===== src/rtl/alu_result_demux.sv =====
// alu_result_demux: steers one ALU result stream to one of two consumers.
//   out0 = register-file writeback, out1 = store/memory path.
// Each destination owns a 2-entry FIFO with a valid/ready handshake, so a
// stalled consumer never blocks or corrupts the other path.
//
// Ports:
//   clk, rst             clock; asynchronous active-high reset
//   in_valid/in_ready    upstream handshake (in_ready reflects the buffer picked by in_sel)
//   in_sel, in_data      destination select (0 -> out0, 1 -> out1) and word
//   outN_valid/ready     downstream handshake per destination
//   outN_data            head word of each buffer (registered)
//   cnt0, cnt1           completed-pop counters, present only with ALU_DEMUX_COUNT_EN
//
// Optional feature macro: ALU_DEMUX_COUNT_EN (adds cnt0/cnt1 16-bit pop counters).
module alu_result_demux #(
  parameter int unsigned WIDTH = 32,
  parameter int unsigned DEPTH = 2
) (
`ifdef ALU_DEMUX_COUNT_EN
  output logic [15:0]      cnt0,
  output logic [15:0]      cnt1,
`endif
  input  logic             clk,
  input  logic             rst,
  input  logic             in_valid,
  output logic             in_ready,
  input  logic             in_sel,
  input  logic [WIDTH-1:0] in_data,
  output logic             out0_valid,
  input  logic             out0_ready,
  output logic [WIDTH-1:0] out0_data,
  output logic             out1_valid,
  input  logic             out1_ready,
  output logic [WIDTH-1:0] out1_data
);

  // Pointers are one bit wide, so the buffer depth is fixed at two.
  localparam logic [1:0] FullCnt = 2'(DEPTH);

  // Indexing below is [port][entry].
  logic [1:0][1:0][WIDTH-1:0] mem_q, mem_d;
  logic [1:0]                 rptr_q, rptr_d;
  logic [1:0]                 wptr_q, wptr_d;
  logic [1:0][1:0]            cnt_q, cnt_d;
  logic [1:0]                 full;
  logic [1:0]                 push;
  logic [1:0]                 pop;

  always_comb begin
    for (int p = 0; p < 2; p++) begin
      full[p] = (cnt_q[p] == FullCnt);
    end
  end

  // Depends only on registered counts and in_sel: no ready path from the outputs.
  assign in_ready = ~full[in_sel];

  // in_valid gates everything, so an X on in_sel/in_data while idle cannot move state.
  assign push[0] = in_valid & in_ready & ~in_sel;
  assign push[1] = in_valid & in_ready & in_sel;

  assign out0_valid = (cnt_q[0] != 2'd0);
  assign out1_valid = (cnt_q[1] != 2'd0);
  assign out0_data  = mem_q[0][rptr_q[0]];
  assign out1_data  = mem_q[1][rptr_q[1]];

  assign pop[0] = out0_valid & out0_ready;
  assign pop[1] = out1_valid & out1_ready;

  always_comb begin
    mem_d  = mem_q;
    rptr_d = rptr_q;
    wptr_d = wptr_q;
    cnt_d  = cnt_q;
    for (int p = 0; p < 2; p++) begin
      if (push[p]) begin
        mem_d[p][wptr_q[p]] = in_data;
        wptr_d[p]           = ~wptr_q[p];
      end
      if (pop[p]) begin
        rptr_d[p] = ~rptr_q[p];
      end
      // Push and pop together leave the count unchanged.
      cnt_d[p] = cnt_q[p] + 2'(push[p]) - 2'(pop[p]);
    end
  end

  always_ff @(posedge clk or posedge rst) begin
    if (rst) begin
      mem_q  <= '0;
      rptr_q <= '0;
      wptr_q <= '0;
      cnt_q  <= '0;
    end else begin
      mem_q  <= mem_d;
      rptr_q <= rptr_d;
      wptr_q <= wptr_d;
      cnt_q  <= cnt_d;
    end
  end

`ifdef ALU_DEMUX_COUNT_EN
  logic [1:0][15:0] pops_q;

  // Free-running, wraps at 16'hFFFF.
  always_ff @(posedge clk or posedge rst) begin
    if (rst) begin
      pops_q <= '0;
    end else begin
      for (int p = 0; p < 2; p++) begin
        pops_q[p] <= pops_q[p] + 16'(pop[p]);
      end
    end
  end

  assign cnt0 = pops_q[0];
  assign cnt1 = pops_q[1];
`endif

endmodule


===== config.mk =====
export PLATFORM = sky130hd
export DESIGN_NAME = alu_result_demux
export DESIGN_NICKNAME = d
export VERILOG_FILES = /design/src/rtl/alu_result_demux.sv
export SDC_FILE = /design/constraint.sdc
export NUM_CORES = 1
export LEC_CHECK = 0
export BUFFER_PORTS_ARGS = -buffer_cell sky130_fd_sc_hd__buf_2
export CAP_MARGIN = 10
export CORE_MARGIN = 2
export CORE_UTILIZATION = 50
export CTS_BUF_LIST = sky130_fd_sc_hd__clkbuf_4 sky130_fd_sc_hd__clkbuf_8 sky130_fd_sc_hd__clkbuf_16
export CTS_CLUSTER_SIZE = 24
export DETAILED_ROUTE_END_ITERATION = 10
export GPL_ROUTABILITY_DRIVEN = 1
export PLACE_DENSITY = 0.73
export SYNTH_ARGS = -nofsm -noshare
export SYNTH_HDL_FRONTEND = slang
export SYNTH_SLANG_ARGS = --single-unit

===== constraint.sdc =====
create_clock -name clk -period 8 [get_ports clk]
set_input_delay 1.6 -clock clk [delete_from_list [all_inputs] [get_ports clk]]
set_output_delay 1.6 -clock clk [all_outputs]
set_load 0.02 [all_outputs]

==> impl_metrics.json <==
{
  "wl_met1_um": 4970,
  "layout.nets": 530,
  "seqPwrFrac_pct": 35.7,
  "mostFrequentLayoutCell": "mux2_2",
  "worstSetupEndpointType": "output pin",
  "min_path_type": "flip-flop to flip-flop",
  "post-cts-setup-buffers": 0,
  "cts.sinks": 136,
  "drtAntennaViolNets": 0,
  "io_pins": 105,
  "dieArea_mm2": 0.0128,
  "timing.critical_path.from": "rptr_q[0]$_DFFE_PP0P_",
  "ys_seq_elements": 136,
  "rows": 39,
  "cp-start-kind": "flip-flop",
  "dp.cells": 612,
  "yosys.cell_types.count": 24,
  "syn_nets": 422,
  "fin_util_pct": 61.9,
  "setup_viol": 0,
  "power_frac_comb_pct": 43.1,
  "fp.dieH_um": 113,
  "clk_path_buf_depth": 2,
  "diodes": 0,
  "final_cell_mix": "187 x mux2_2, 136 x dfrtp_1, 104 x buf_2",
  "hold_start": "mem_q[89]$_DFFE_PP0P_",
  "setup_ws_ps": 4250,
  "skew_ps": 6.43,
  "async_reset_ff_share_pct": 100,
  "min_period_over_period_pct": 46.9,
  "post-place-ws_ps": 4310,
  "grt_usage_pct": 18.9,
  "dr_total_vias": 3394,
  "power.leakage_nw": 3.25,
  "drtIter0Drc": 133,
  "slew_headroom_pct": 33.9,
  "p_int_mw": 2.26,
  "route.final.wire_length_um": 11500,
  "highest_layer": "met4",
  "crit_type": "flip-flop to output pin",
  "rsz0062_at_grt": "no",
  "cts_resized": 0,
  "ir_drop_mv": 0.232,
  "worst_hold_slack_ps": 488,
  "p_sw_share_pct": 34.5,
  "met3_length_um": 706,
  "outcome": "complete, but fails checks",
  "fin_cells": 641,
  "die_x_um": 113,
  "violations": "DRC",
  "wl_met2_um": 5630,
  "synth_warnings": 0,
  "powerDensity_mw_per_mm2": 483,
  "gp_congestion": 0.724,
  "critPathArrivalTime_ps": 2150,
  "synth_seq_area_share_pct": 57.0,
  "pwr-share-clk_pct": 21.2,
  "cts_buffers": 17,
  "switchingPower_mw": 1.19,
  "initial_core_util_pct": 51.8,
  "tightest_slew_ps": 992,
  "grt_pass1_wl_um": 18600,
  "drtPass1Iterations": 7,
  "antenna_found_initial": 0,
  "synth_area_per_cell_um2": 15.7,
  "tns_ps": 0,
  "dp_hpwl_um": 7250,
  "h-tree-depth": 4,
  "clk_pin_slew_ps": 50,
  "synth-edff-count": 0,
  "cp_max_fo": 17,
  "insertion_delay_ps": 410,
  "grt_pass1_vias": 3600,
  "area_growth_pct": 19.5,
  "drv_cap": 0,
  "hold_buffers": 0,
  "root_buffer": "clkbuf_16",
  "port_buffers": 104,
  "cts_tree": "built",
  "drc": 7,
  "finalHoldViolCount": 0,
  "r2r_start": "cnt_q[1]$_DFF_PP0_",
  "fp.coreArea_mm2": 0.0115,
  "vias_per_cell": 5.29,
  "synth_area_mm2": 0.00597,
  "gr-total-overflow": 0,
  "syn_inst": 380,
  "synthFlopType": "dfrtp_1",
  "drive_gt1_share_pct": 67.1,
  "finalCriticalPeriod_ps": 3750,
  "fmax_mhz": 267,
  "wl_per_cell_um": 17.9,
  "finalMaxSlewViolations": 0,
  "grt_max_degree": 77,
  "worstPathRequired_ps": 6400
}
[critical path, cell delays in order (launching register included)]
cell and delay (ps):
dfrtp_1 790, buf_4 400, mux2_2 380, buf_2 160
[layer usage]
metal	vias to the layer above	GRT usage [%]
li1	1568	-
met3	15	7.61
met4	0	5.85
met1	1737	23.8
met2	74	30.3
met5	-	0
[cells in the mapped netlist, types with 2 or more instances]
library cell  instances  area share (%)
buf_6                 7             1.3
ha_1                  4            0.84
nand2b_1              2            0.21
mux2_1                2            0.38
xnor2_1               6            0.88
and2_1                2            0.21
mux2_4                3            0.75
mux2_2              187              35
buf_2                12             1.0
or2_2                 2            0.21
inv_1                 3            0.19
clkbuf_1              2            0.13
xor2_1                2            0.29
dfrtp_1             136              57
[state kept, by name, summed over array words and instances (netlist names)]
register  cells
cnt_q         4
mem_q       128
wptr_q        2
rptr_q        2
[stage by stage]
| stage | instance area (um2) | power [mW] |
|---|---|---|
| final | 7130 | 3.45 |
| after global routing | 7130 | 3.65 |
| after CTS | 7130 | 3.49 |
| after detailed placement | 6570 | 2.74 |
| after global placement | 6570 | 2.68 |
| after floorplan | 5970 | 2.33 |
[layout make-up]
cell class                      count  area, um2
Clock inverter                      3       40.0
Multi-Input combinational cell    220       2410
Fill cell                         883       4380
Clock buffer                       26        524
Inverter                            3       13.8
Tap cell                          143        179
Timing Repair Buffer              110        566
Sequential cell                   136       3400
[cells by family after synthesis]
group           count (synthesis)  synth area share, %
fa+ha+maj                       4                0.839
compound gates                  1               0.0838
flops                         136                 57.0
simple gates                   15                 1.82
buf+inv                        24                 2.64
xor+xnor                        8                 1.17
mux                           192                 36.4
[power groups by stage]
stage	clock network, mW	registers [mW]	logic, mW
final	0.731	1.23	1.48
after global routing	0.779	1.28	1.59
after CTS	0.752	1.24	1.51
after detailed placement	0	1.24	1.50
after global placement	0	1.21	1.47
after floorplan	0	1.16	1.16
[worst paths after layout]
kind                                          to  slack [ps]  depth (start not counted)
setup / recovery                   out0_data[19]        4250                          3
hold / removal             mem_q[89]$_DFFE_PP0P_         490                          1
setup reg to reg           mem_q[10]$_DFFE_PP0P_        5970                          3
hold reg to reg            mem_q[89]$_DFFE_PP0P_         490                          1
max in group asynchronous  mem_q[60]$_DFFE_PP0P_        5260                          3
min in group asynchronous  mem_q[82]$_DFFE_PP0P_        1320                          2
(Power assumes the default switching activity.)
